==> config.mk <==
export PLATFORM = sky130hd
export DESIGN_NAME = crc8_frame_ctrl
export DESIGN_NICKNAME = d
export VERILOG_FILES = /design/src/rtl/crc8_frame_ctrl.sv
export SDC_FILE = /design/constraint.sdc
export NUM_CORES = 1
export LEC_CHECK = 0
export BUFFER_PORTS_ARGS = -buffer_cell sky130_fd_sc_hd__buf_2
export CORE_MARGIN = 5
export CORE_UTILIZATION = 50
export DETAILED_ROUTE_END_ITERATION = 7
export PLACE_DENSITY = 0.77
export SYNTH_ARGS = -nofsm -noshare
export SYNTH_HDL_FRONTEND = slang
export SYNTH_SLANG_ARGS = --single-unit
==> constraint.sdc <==
create_clock -name clk -period 2.4 [get_ports clk]
set_clock_uncertainty 0.15 [all_clocks]
set_input_delay 0.36 -clock clk [delete_from_list [all_inputs] [get_ports clk]]
set_output_delay 0.36 -clock clk [all_outputs]
set_load 0.1 [all_outputs]
==> src/rtl/crc8_frame_ctrl.sv <==
// Round-robin frame controller for two byte requesters feeding a bit-serial CRC-8 engine (poly 0xAB, MSB-first).
// Optional macro CRC8_CHECK_EN adds the res_ok output (final CRC equals zero, for receive-side checking).
module crc8_frame_ctrl #(
    parameter logic [7:0] CRC_INIT   = 8'h00,
    parameter bit         PRIO_FIRST = 1'b0
) (
    input  logic       clk,
    input  logic       rst_n,
    input  logic [7:0] s0_data,
    input  logic       s0_valid,
    input  logic       s0_last,
    output logic       s0_ready,
    input  logic [7:0] s1_data,
    input  logic       s1_valid,
    input  logic       s1_last,
    output logic       s1_ready,
    output logic       res_valid,
    input  logic       res_ready,
    output logic [7:0] res_crc,
    output logic       res_id,
    output logic       busy
`ifdef CRC8_CHECK_EN
    ,
    output logic       res_ok
`endif
);

    typedef enum logic [1:0] {
        IDLE,
        GET,
        SHIFT,
        DONE
    } state_t;

    state_t     state;
    state_t     next_state;
    logic       grant;
    logic       prio;
    logic [7:0] crc;
    logic [7:0] sh;
    logic       lst;
    logic [2:0] bitcnt;

    logic       any_valid;
    logic       pick;
    logic       sel_valid;
    logic [7:0] sel_data;
    logic       sel_last;
    logic       accept;

    function automatic logic [7:0] crc_step(input logic [7:0] c, input logic b);
        return {c[6:0], 1'b0} ^ ((b ^ c[7]) ? 8'hAB : 8'h00);
    endfunction

    // The priority holder wins a tie; otherwise whoever is requesting gets the grant.
    assign any_valid = s0_valid | s1_valid;
    assign pick      = prio ? s1_valid : ~s0_valid;
    assign sel_valid = grant ? s1_valid : s0_valid;
    assign sel_data  = grant ? s1_data  : s0_data;
    assign sel_last  = grant ? s1_last  : s0_last;
    assign accept    = (state == GET) && sel_valid;

    always_ff @(posedge clk or negedge rst_n) begin
        if (!rst_n) begin
            state <= IDLE;
        end else begin
            state <= next_state;
        end
    end

    always_comb begin
        next_state = state;
        case (state)
            IDLE:    if (any_valid) next_state = GET;
            GET:     if (accept) next_state = SHIFT;
            SHIFT:   if (bitcnt == 3'd0) next_state = lst ? DONE : GET;
            DONE:    if (res_ready) next_state = IDLE;
            default: next_state = IDLE;
        endcase
    end

    always_ff @(posedge clk or negedge rst_n) begin
        if (!rst_n) begin
            grant  <= 1'b0;
            prio   <= PRIO_FIRST;
            crc    <= CRC_INIT;
            sh     <= 8'h00;
            lst    <= 1'b0;
            bitcnt <= 3'd0;
        end else begin
            case (state)
                IDLE: begin
                    if (any_valid) begin
                        grant <= pick;
                        crc   <= CRC_INIT;
                    end
                end
                GET: begin
                    if (accept) begin
                        sh     <= sel_data;
                        lst    <= sel_last;
                        bitcnt <= 3'd7;
                    end
                end
                SHIFT: begin
                    crc    <= crc_step(crc, sh[bitcnt]);
                    bitcnt <= bitcnt - 3'd1;
                end
                DONE: begin
                    if (res_ready) prio <= ~grant;
                end
                default: ;
            endcase
        end
    end

    // Everything the requesters and consumer see is a pure decode of registered state.
    always_comb begin
        s0_ready  = (state == GET) && !grant;
        s1_ready  = (state == GET) && grant;
        res_valid = (state == DONE);
        res_crc   = (state == DONE) ? crc : 8'h00;
        res_id    = (state == DONE) && grant;
        busy      = (state != IDLE);
`ifdef CRC8_CHECK_EN
        res_ok    = (state == DONE) && (crc == 8'h00);
`endif
    end

endmodule

==> impl_table.tex, run 1 <==
\begin{tabular}{lr}
\hline
Metric & Value \\
\hline
\multicolumn{2}{l}{\textbf{Logic synthesis}} \\
\quad Ys flop type & dfrtp\_1 \\
\quad Share of the synthesized area in the top cell type & 44.2\% \\
\quad Cell types with the highest counts after synthesis & dfrtp\_1 (24), nor2\_1 (14), a21oi\_1 (13), nand2\_1 (12), mux2i\_1 (11) \\
\quad Most numerous cell in the Yosys netlist & dfrtp\_1 \\
\quad Share of the yosys chip area belonging to registers & 44.2\% \\
\quad Unique cell type count in the Yosys netlist & 27 \\
\quad Number of register bits inferred by synthesis & 24 \\
\quad Post-Syn Nets & 160 \\
\quad Async S/R FF share, synth & 100\% \\
\quad Post-synthesis cell area & 1360 sq um \\
\quad Average size of a mapped cell & 10.1 sq um \\
\quad Largest area contributor in the netlist & dfrtp\_1 \\
\quad Cell count after synthesis & 135 \\
\quad Number of enable-type register cells in the synthesized netlist & 0 \\
\quad Largest cells by area after synthesis & dfrtp\_1 (44\%), mux2i\_1 (8.1\%), xnor3\_4 (5.8\%), a21oi\_1 (4.8\%), and3\_1 (4.1\%) \\
\quad Ys Warns & 0 \\
\multicolumn{2}{l}{\textbf{Clock tree}} \\
\quad Clock tree from TritonCTS & built \\
\quad Number of sinks on the clock net & 24 \\
\quad Clock network latency to the later pin of the worst-skew pair & 310 ps \\
\quad Deepest level of the CTS H-tree & 1 \\
\quad Post-CTS setup buffers & 0 \\
\quad Register clock-pin slew on the reported worst setup and hold paths & 130 ps \\
\quad CTS Root Buffer Type & clkbuf\_4 \\
\quad Number of buffers added by the clock tree synthesis step & 3 \\
\quad Maximum clock insertion buffer count & 2 \\
\multicolumn{2}{l}{\textbf{Floorplan}} \\
\quad Area inside the core boundary & 2690 sq um \\
\quad Die Area & 3860 sq um \\
\quad Starting Density & 50.6\% \\
\quad Width of the chip & 62.1 microns \\
\quad Std cell rows & 19 \\
\quad I/O pin total & 36 \\
\quad Die height & 62.1 microns \\
\multicolumn{2}{l}{\textbf{Power and ir drop}} \\
\quad Fraction of power spent switching nets & 49.6\% \\
\quad Sequential share of power & 31.8\% \\
\quad Power per standard cell area & 1600 nW/um\^{}2 \\
\quad Power share of the clock group & 6.8\% \\
\quad Cell-internal power & 1290 uW \\
\quad Net switching power figure & 1270 uW \\
\quad Worst vdd ir & 0.00116 V \\
\quad Share of total power in combinational logic & 61.4\% \\
\quad Reported leakage power & 0.000832 uW \\
\quad Final Total Pwr & 2560 uW \\
\multicolumn{2}{l}{\textbf{Detailed routing}} \\
\quad Number of routed nets with antenna violations & 0 \\
\quad Starting DRC count in detailed routing & 22 \\
\quad DRC viols & 0 \\
\quad First-pass detailed-route iteration total & 3 \\
\quad Routed WL per cell & 13.1 microns \\
\quad Final routed wirelength across all metal layers & 2.61 mm \\
\quad Number of vias in the routed layout & 1088 \\
\quad Via density & 5.47 \\
\multicolumn{2}{l}{\textbf{Placed design}} \\
\quad Cells after DPL & 195 \\
\quad Buffers added on ports & 35 \\
\quad Estimated wirelength of the detail-placed design & 2.04 mm \\
\quad Final weighted congestion of routability-driven global placement & 0.768 \\
\multicolumn{2}{l}{\textbf{STA}} \\
\quad Worst Hold Margin & 87.1 ps \\
\quad Sum Neg Setup Slack & 0 ps \\
\quad Setup repair after global routing missed its margin & no \\
\quad Setup-failing EPs final & 0 \\
\quad Max-slew violations & 0 \\
\quad Final count of hold timing violations & 0 \\
\quad Relative slew slack & 64.1\% \\
\quad Min Clock Period, post-route & 2220 ps \\
\quad Max Freq & 450 MHz \\
\quad Period utilisation layout & 92.6\% \\
\quad Tightest Pin Transition & 539 ps \\
\multicolumn{2}{l}{\textbf{Run status}} \\
\quad Run status & finished clean \\
\multicolumn{2}{l}{\textbf{Hold path}} \\
\quad Hold Crit Class & primary input to register \\
\multicolumn{2}{l}{\textbf{Setup path}} \\
\quad Critical path peak fanout & 19 \\
\quad WP data required & 1890 ps \\
\quad Worst path arrival time & 1710 ps \\
\quad Critical Path Max Stage Delay & 570 ps \\
\quad Standard cell with the maximum stage delay on the critical path & dfrtp\_1 \\
\quad Critical Setup Path Class & register to output pin \\
\quad Kind of capture point of the worst setup path & output pin \\
\quad Critical path launch point type & register \\
\quad Ordered cell list for the critical path & nand2b\_1 -> nor2\_2 -> buf\_2 \\
\multicolumn{2}{l}{\textbf{Finish}} \\
\quad Fraction of layout cells with a size suffix above 1 & 30.4\% \\
\quad Final net count & 195 \\
\quad Sequential cell area & 601 sq um \\
\quad Antenna cell count & 0 \\
\quad Fill cells & 248 \\
\quad Layout area overhead & 17.8\% \\
\quad Cell Count, Final, Fillers Out & 199 \\
\quad Area of combinational cells with multiple inputs & 708 sq um \\
\quad Final core area utilization & 59.6\% \\
\multicolumn{2}{l}{\textbf{Global route}} \\
\quad Number of antenna violations at the first check in global routing & 0 \\
\quad First-pass GRT wire length & 4.82 mm \\
\quad Number of global-route vias before repair & 1045 \\
\quad Pin count of the biggest net entering global routing & 25 \\
\quad Sum of overflow across all layers after global routing & 0 \\
\quad Overall Global Routing Usage & 14.9\% \\
\multicolumn{2}{l}{\textbf{Job}} \\
\quad Reported max-cap violation count & 0 \\
\hline
\end{tabular}
## critical path: cells and delay by family, from the launching register on
| family | cells | cell delay (ps) |
|---|---|---|
| flip-flops | 1 | 570 |
| buffers and inverters | 1 | 430 |
| AND/OR/NAND/NOR | 2 | 400 |
## sequential cells by signal (all words and copies together), names as in the netlist
register	count
bitcnt	3
crc	8
grant	1
lst	1
prio	1
sh	8
state	2
## per-layer routing
metal	GRT usage [%]	share of wire, %
met1	18.8	44
met2	24.2	48
met4	5.69	1.1
met3	3.96	6.1
met5	0	0
## layout by cell type (no fill, tap or decap), drive strengths merged, types with 3 or more instances in the layout
cell     n
dfrtp   24
inv      4
a22o     3
mux2i   11
and3     9
o21ai   10
clkbuf   3
a21oi   13
nand2   12
nor2    14
xnor3    3
nand2b   4
buf     39
## timing repair
item                      in CTS  in global routing
hold endpoints to repair      24                  0
hold buffers                   1                  0
gates resized for setup        0                  0
## cell type report
class,instances,area share (%)
flip-flops and latches,24,37.5
multi-input cells,97,44.3
repair buffers,40,13.4
well taps,31,2.42
inverters,4,0.938
clock buffers,3,1.41
## path summary, 6_finish.rpt
path,to,cells past startpoint,start,slack (ps)
min in group asynchronous,crc[4],2,rst_n,390
max in group asynchronous,bitcnt[0],2,rst_n,1350
worst max-delay path,s1_ready,3,state[1],180
worst min register to register,bitcnt[0],1,bitcnt[0],340
worst min-delay path,grant,2,s0_valid,90
worst max register to register,crc[1],4,bitcnt[1],380
## cell families (layout without fill, tap and decap cells)
kind of cell    Yosys count  in the layout  share of synthesized area, %
flops                    24             24                          44.2
simple gates             46             46                          16.2
fa+ha+maj                 2              2                          1.84
compound gates           28             28                          11.8
xor+xnor                  6              6                          7.74
buf+inv                  14             47                          4.05
mux                      15             15                          14.2
## power groups by stage
stage	clock network [uW]	logic [uW]	registers [uW]
final	174	1570	815
after global routing	203	1720	847
after CTS	184	1590	820
after detailed placement	0	1580	829
after global placement	0	1550	814
after floorplan	0	1440	701
## per-stage QoR
stage | setup slack [ps] | instance area [sq um]
after floorplan | 130 | 1360
after global placement | 463 | 1570
after detailed placement | 386 | 1570
after CTS | 156 | 1600
after global routing | 47.9 | 1600
final | 178 | 1600
Power figures use the tool's default switching activity.
==> run 2: changes to the inputs <==
==> constraint.sdc (replaced) <==
create_clock -name clk -period 2.4 [get_ports clk]
set_clock_uncertainty 0.15 [all_clocks]
set_input_delay 0.12 -clock clk [delete_from_list [all_inputs] [get_ports clk]]
set_output_delay 0.12 -clock clk [all_outputs]
set_load 0.1 [all_outputs]
==> run 2 against run 1 <==
Effect of this change: fmax increased by 10%; via count increased by 9.8%; utilization increased by 8.2 points; setup slack improved by 210 ps; clock power increased by 24%; sequential power about the same; hold slack improved by 14 ps; sequential share of layout area decreased by 4.6 points; global-route usage increased by 2.4 points; register-to-register slack about the same; first-iteration DRC count increased to 2.5 times the previous value; cell area increased by 14%; largest cell class unchanged; highest routed layer unchanged.
==> impl_table.tex, run 2 (synthesis results as in run 1) <==
\begin{tabular}{lr}
\hline
Metric & Value \\
\hline
\multicolumn{2}{l}{\textbf{Hold path}} \\
\quad Hold Startpoint & s1\_valid \\
\quad Hold Crit Class & primary input to register \\
\quad Hold path cells & 3 \\
\multicolumn{2}{l}{\textbf{Clock tree}} \\
\quad Clock network latency to the later pin of the worst-skew pair & 320 ps \\
\quad Resized Gates After CTS & 0 \\
\quad Post-CTS setup buffers & 0 \\
\quad Maximum clock insertion buffer count & 2 \\
\quad Number of sinks on the clock net & 24 \\
\quad Clock tree from TritonCTS & built \\
\quad CTS Root Buffer Type & clkbuf\_4 \\
\quad Number of buffers added by the clock tree synthesis step & 3 \\
\quad Register clock-pin slew on the reported worst setup and hold paths & 130 ps \\
\quad Deepest level of the CTS H-tree & 1 \\
\multicolumn{2}{l}{\textbf{Detailed routing}} \\
\quad Starting DRC count in detailed routing & 56 \\
\quad Number of routed nets with antenna violations & 0 \\
\quad Via density & 5.41 \\
\quad First-pass detailed-route iteration total & 4 \\
\quad Number of vias in the routed layout & 1195 \\
\quad DRC viols & 0 \\
\quad Routed WL per cell & 14.2 microns \\
\quad Final routed wirelength across all metal layers & 3.15 mm \\
\multicolumn{2}{l}{\textbf{STA}} \\
\quad Tightest Pin Transition & 538 ps \\
\quad Max-slew violations & 0 \\
\quad Relative slew slack & 64.1\% \\
\quad Setup repair after global routing missed its margin & no \\
\quad Setup-failing EPs final & 0 \\
\quad Max Freq & 496 MHz \\
\quad Min Clock Period, post-route & 2010 ps \\
\quad Period utilisation layout & 83.9\% \\
\quad Sum Neg Setup Slack & 0 ps \\
\quad Final count of hold timing violations & 0 \\
\multicolumn{2}{l}{\textbf{Global route}} \\
\quad Sum of overflow across all layers after global routing & 0 \\
\quad Overall Global Routing Usage & 17.4\% \\
\quad Pin count of the biggest net entering global routing & 25 \\
\quad Number of antenna violations at the first check in global routing & 0 \\
\quad Number of global-route vias before repair & 1241 \\
\quad First-pass GRT wire length & 5.49 mm \\
\multicolumn{2}{l}{\textbf{Floorplan}} \\
\quad Area inside the core boundary & 2690 sq um \\
\quad Die Area & 3860 sq um \\
\quad Die height & 62.1 microns \\
\quad Std cell rows & 19 \\
\quad Starting Density & 50.6\% \\
\quad I/O pin total & 36 \\
\quad Width of the chip & 62.1 microns \\
\multicolumn{2}{l}{\textbf{Setup path}} \\
\quad Crit-path leading delay family & flip-flops \\
\quad Standard cell with the maximum stage delay on the critical path & dfrtp\_1 \\
\quad Reg2reg path depth & 4 \\
\quad Crit path buf inv count & 1 \\
\quad Critical path launch point type & register \\
\quad Worst path arrival time & 1740 ps \\
\quad Source of the critical timing path & state[1] \\
\quad Kind of capture point of the worst setup path & output pin \\
\quad Critical Path Max Stage Delay & 580 ps \\
\quad WP data required & 2130 ps \\
\quad Number of cells on the critical path & 3 \\
\quad Critical Setup Path Class & register to output pin \\
\quad Reg-to-reg critical path startpoint & bitcnt[1] \\
\quad Ordered cell list for the critical path & nand2b\_1 -> nor2\_1 -> buf\_2 \\
\quad Critical path peak fanout & 19 \\
\multicolumn{2}{l}{\textbf{Placed design}} \\
\quad Estimated wirelength of the detail-placed design & 2.01 mm \\
\quad Final weighted congestion of routability-driven global placement & 0.777 \\
\quad Cells after DPL & 195 \\
\quad Buffers added on ports & 35 \\
\multicolumn{2}{l}{\textbf{Finish}} \\
\quad Leading cell type in the layout, fill and taps excluded & buf\_2 \\
\quad Cell Count, Final, Fillers Out & 221 \\
\quad Registers with the most flip-flops & crc x8, sh x8, bitcnt x3 \\
\quad Antenna cell count & 0 \\
\quad Final net count & 216 \\
\quad Layout area overhead & 34.1\% \\
\quad Fraction of layout cells with a size suffix above 1 & 26.8\% \\
\quad Commonest cells after routing, fill and taps aside & buf\_2 (35), dfrtp\_1 (24), dlygate4sd3\_1 (22), nor2\_1 (13), a21oi\_1 (13) \\
\multicolumn{2}{l}{\textbf{Job}} \\
\quad Reported max-cap violation count & 0 \\
\multicolumn{2}{l}{\textbf{Power and ir drop}} \\
\quad Worst vdd ir & 0.000948 V \\
\quad Reported leakage power & 0.000926 uW \\
\quad Power per standard cell area & 1490 nW/um\^{}2 \\
\multicolumn{2}{l}{\textbf{Run status}} \\
\quad Run status & finished clean \\
\hline
\end{tabular}
==> run 2: cell count changes in the layout (fill, tap and decap cells not counted), sizes merged <==
cell | previous run | this run
clkbuf | 3 | 4
dlygate4sd3 | 1 | 22
==> run 2: worst paths after layout <==
check	slack [ps]	end
worst max-delay path	390	s0_ready
worst min-delay path	100	bitcnt[2]
worst max register to register	390	crc[5]
worst min register to register	340	bitcnt[0]
max in group asynchronous	1600	sh[5]
min in group asynchronous	140	crc[4]
==> run 2: cell type report <==
cell class / instances / area (sq um)
clock buffer: 4 / 36.3
timing repair buffer: 61 / 425
tap: 31 / 38.8
fill: 218 / 865
multi-input combinational: 97 / 706
sequential: 24 / 601
inverter: 4 / 15.0
==> run 2: power breakdown <==
part	switching, uW	leakage [uW]	internal, uW
Sequential	215	0.000283	597
Combinational	977	0.000623	718
Clock	123	0.0000210	92.9
==> run 2: stage by stage <==
step	area (sq um)	setup WS, ps	utilization, %	hold slack, ps	total power, uW
after detailed placement	1570	405	58.3	-14.0	2410
final	1820	386	67.8	101	2720
after floorplan	1360	91.7	-	-326	2140
after global placement	1570	464	58.3	-23.8	2360
after global routing	1820	218	67.8	96.2	2920
after CTS	1820	369	67.8	74.5	2720
==> run 2: worst min-delay path, cell delays in order <==
cell	delay [ps]
buf_2	110
mux2i_1	140
o21ai_0	170
==> run 2: per-layer routing <==
metal  vias up  global-route usage [%]  wire length, microns
met4         0                    6.50                    50
met2        36                    31.7                  1710
met3         5                    4.50                   171
met1       573                    18.9                  1210
li1        581                       -                     -
met5         -                       0                     0
==> run 2: timing repair <==
item	CTS	global route
hold endpoints to repair	37	0
endpoints found under the setup margin	0	0
hold buffers	22	0
==> run 3: changes to the inputs <==
--- a/config.mk
+++ b/config.mk
@@ -7,9 +7,9 @@
 export LEC_CHECK = 0
 export BUFFER_PORTS_ARGS = -buffer_cell sky130_fd_sc_hd__buf_2
 export CORE_MARGIN = 5
-export CORE_UTILIZATION = 50
+export CORE_UTILIZATION = 47
 export DETAILED_ROUTE_END_ITERATION = 7
-export PLACE_DENSITY = 0.77
+export PLACE_DENSITY = 0.76
 export SYNTH_ARGS = -nofsm -noshare
 export SYNTH_HDL_FRONTEND = slang
 export SYNTH_SLANG_ARGS = --single-unit
==> constraint.sdc (replaced) <==
create_clock -name clk -period 1.7 [get_ports clk]
set_clock_uncertainty 0.15 [all_clocks]
set_input_delay 0.085 -clock clk [delete_from_list [all_inputs] [get_ports clk]]
set_output_delay 0.085 -clock clk [all_outputs]
set_load 0.1 [all_outputs]
==> run 3 against run 2 <==
Effect of this change: the run now ends with negative setup slack left; register-to-register slack got worse by 650 ps; via count up 6.8%; total power rose by 69%; setup slack worse by 650 ps; final cell count grew 5.0%; sequential share of layout area decreased by 5.0 points.
==> impl_table.tex, run 3 (synthesis results as in run 1) <==
\begin{tabular}{lr}
\hline
Metric & Value \\
\hline
\multicolumn{2}{l}{\textbf{Detailed routing}} \\
\quad Final routed wirelength across all metal layers & 3.76 mm \\
\quad Routed WL per cell & 16.2 microns \\
\quad Number of routed nets with antenna violations & 0 \\
\quad Via density & 5.50 \\
\quad Number of vias in the routed layout & 1276 \\
\quad Starting DRC count in detailed routing & 60 \\
\quad DRC viols & 0 \\
\quad First-pass detailed-route iteration total & 4 \\
\multicolumn{2}{l}{\textbf{Placed design}} \\
\quad Pre-CTS setup slack & -207 ps \\
\quad Final weighted congestion of routability-driven global placement & 0.770 \\
\quad Estimated wirelength of the detail-placed design & 2.29 mm \\
\quad Buffers added on ports & 35 \\
\multicolumn{2}{l}{\textbf{Clock tree}} \\
\quad CTS Root Buffer Type & clkbuf\_4 \\
\quad Deepest level of the CTS H-tree & 1 \\
\quad Maximum clock insertion buffer count & 2 \\
\quad Clock network latency to the later pin of the worst-skew pair & 320 ps \\
\quad Register clock-pin slew on the reported worst setup and hold paths & 140 ps \\
\quad Clock tree from TritonCTS & built \\
\quad Number of buffers added by the clock tree synthesis step & 3 \\
\quad Number of sinks on the clock net & 24 \\
\multicolumn{2}{l}{\textbf{Power and ir drop}} \\
\quad Power per standard cell area & 2140 nW/um\^{}2 \\
\quad Final Total Pwr & 4600 uW \\
\quad Worst vdd ir & 0.00168 V \\
\quad Reported leakage power & 0.00102 uW \\
\multicolumn{2}{l}{\textbf{Floorplan}} \\
\quad Starting Density & 49.3\% \\
\quad Std cell rows & 19 \\
\quad I/O pin total & 36 \\
\quad Die Area & 4070 sq um \\
\quad Area inside the core boundary & 2760 sq um \\
\quad Die height & 63.8 microns \\
\quad Width of the chip & 63.8 microns \\
\multicolumn{2}{l}{\textbf{Finish}} \\
\quad Fill cells & 174 \\
\quad Commonest cells after routing, fill and taps aside & dfrtp\_1 (22), dlygate4sd3\_1 (22), buf\_2 (22) \\
\quad Fraction of layout cells with a size suffix above 1 & 41.0\% \\
\quad Layout area overhead & 58.7\% \\
\quad Final net count & 226 \\
\quad Registers with the most flip-flops & crc x8, sh x8, bitcnt x3 \\
\multicolumn{2}{l}{\textbf{STA}} \\
\quad Period utilisation layout & 116\% \\
\quad Min Clock Period, post-route & 1970 ps \\
\quad Worst Hold Margin & 111 ps \\
\quad Max-slew violations & 0 \\
\quad Setup repair after global routing missed its margin & yes \\
\quad Slack of the critical path & -267 ps \\
\quad Tightest Pin Transition & 540 ps \\
\quad Relative slew slack & 64.0\% \\
\quad Setup-failing EPs final & 5 \\
\quad Final count of hold timing violations & 0 \\
\quad Max Freq & 508 MHz \\
\multicolumn{2}{l}{\textbf{Setup path}} \\
\quad Critical path peak fanout & 6 \\
\quad Worst path arrival time & 2060 ps \\
\quad Critical Setup Path Class & register to register \\
\quad Kind of capture point of the worst setup path & register \\
\quad WP data required & 1800 ps \\
\quad Critical path launch point type & register \\
\multicolumn{2}{l}{\textbf{Run status}} \\
\quad Failing checks & negative setup slack \\
\quad Run status & finished, violations left \\
\multicolumn{2}{l}{\textbf{Job}} \\
\quad Reported max-cap violation count & 0 \\
\multicolumn{2}{l}{\textbf{Global route}} \\
\quad Pin count of the biggest net entering global routing & 25 \\
\quad Number of antenna violations at the first check in global routing & 0 \\
\quad Sum of overflow across all layers after global routing & 0 \\
\quad First-pass GRT wire length & 6.33 mm \\
\quad Number of global-route vias before repair & 1417 \\
\quad Overall Global Routing Usage & 19.2\% \\
\multicolumn{2}{l}{\textbf{Hold path}} \\
\quad Hold Crit Class & primary input to asynchronous set/reset pin \\
\hline
\end{tabular}
-- run 3: final cells by class --
| class | count | area [sq um] | share of cell area [%] |
|---|---|---|---|
| antenna | 1 | 2.50 | 0.116 |
| tap | 31 | 38.8 | 1.80 |
| timing repair buffer | 71 | 699 | 32.4 |
| clock buffer | 4 | 36.3 | 1.68 |
| multi-input combinational | 97 | 761 | 35.3 |
| inverter | 4 | 15.0 | 0.696 |
| sequential | 24 | 603 | 28.0 |
-- run 3: layer usage --
layer  vias up  track usage [%]  part of all wire [%]
met1       602             21.2                    35
met2        60             35.3                    55
met5         -                0                     0
met4         0             8.31                   3.3
met3        16             3.85                   6.3
li1        598                -                     -
-- run 3: critical path: stages, from the launching register on --
cell and delay, ps:
dfrtp_1 430, mux4_2 510, mux2_4 330, xnor3_4 330, o21ai_2 150
-- run 3: where the power goes --
part           total, uW  switching (uW)  leakage, uW  internal, uW
sequential          1100             256     0.000281           849
clock                307             176    0.0000210           131
combinational       3190            1710     0.000721          1480
-- run 3: timing repair --
item                                    CTS  global route
hold endpoints to repair                 37             0
resized for setup                         3             7
endpoints found under the setup margin   14             8
buffers inserted                          3             1
hold buffers                             22             0
-- run 3: path summary, 6_finish.rpt --
| path | start | end | slack [ps] | cells after the start |
|---|---|---|---|---|
| max in group asynchronous | rst_n | state[1] | 890 | 2 |
| min in group clk | bitcnt[0] | bitcnt[0] | 340 | 1 |
| min | rst_n | crc[6] | 110 | 2 |
| min reg2reg | bitcnt[0] | bitcnt[0] | 340 | 1 |
| max reg2reg | bitcnt[1] | crc[1] | -270 | 4 |
| max | bitcnt[1] | crc[1] | -270 | 4 |
-- run 3: stage by stage --
| stage | TNS, ps | area (sq um) | instances | util, % |
|---|---|---|---|---|
| after floorplan | -639 | 1380 | 135 | - |
| after global placement | -638 | 1830 | 201 | 66.2 |
| after detailed placement | -795 | 1830 | 201 | 66.2 |
| after CTS | -1020 | 2110 | 230 | 76.5 |
| after global routing | -1510 | 2150 | 231 | 78.1 |
| final | -1110 | 2160 | 232 | 78.2 |
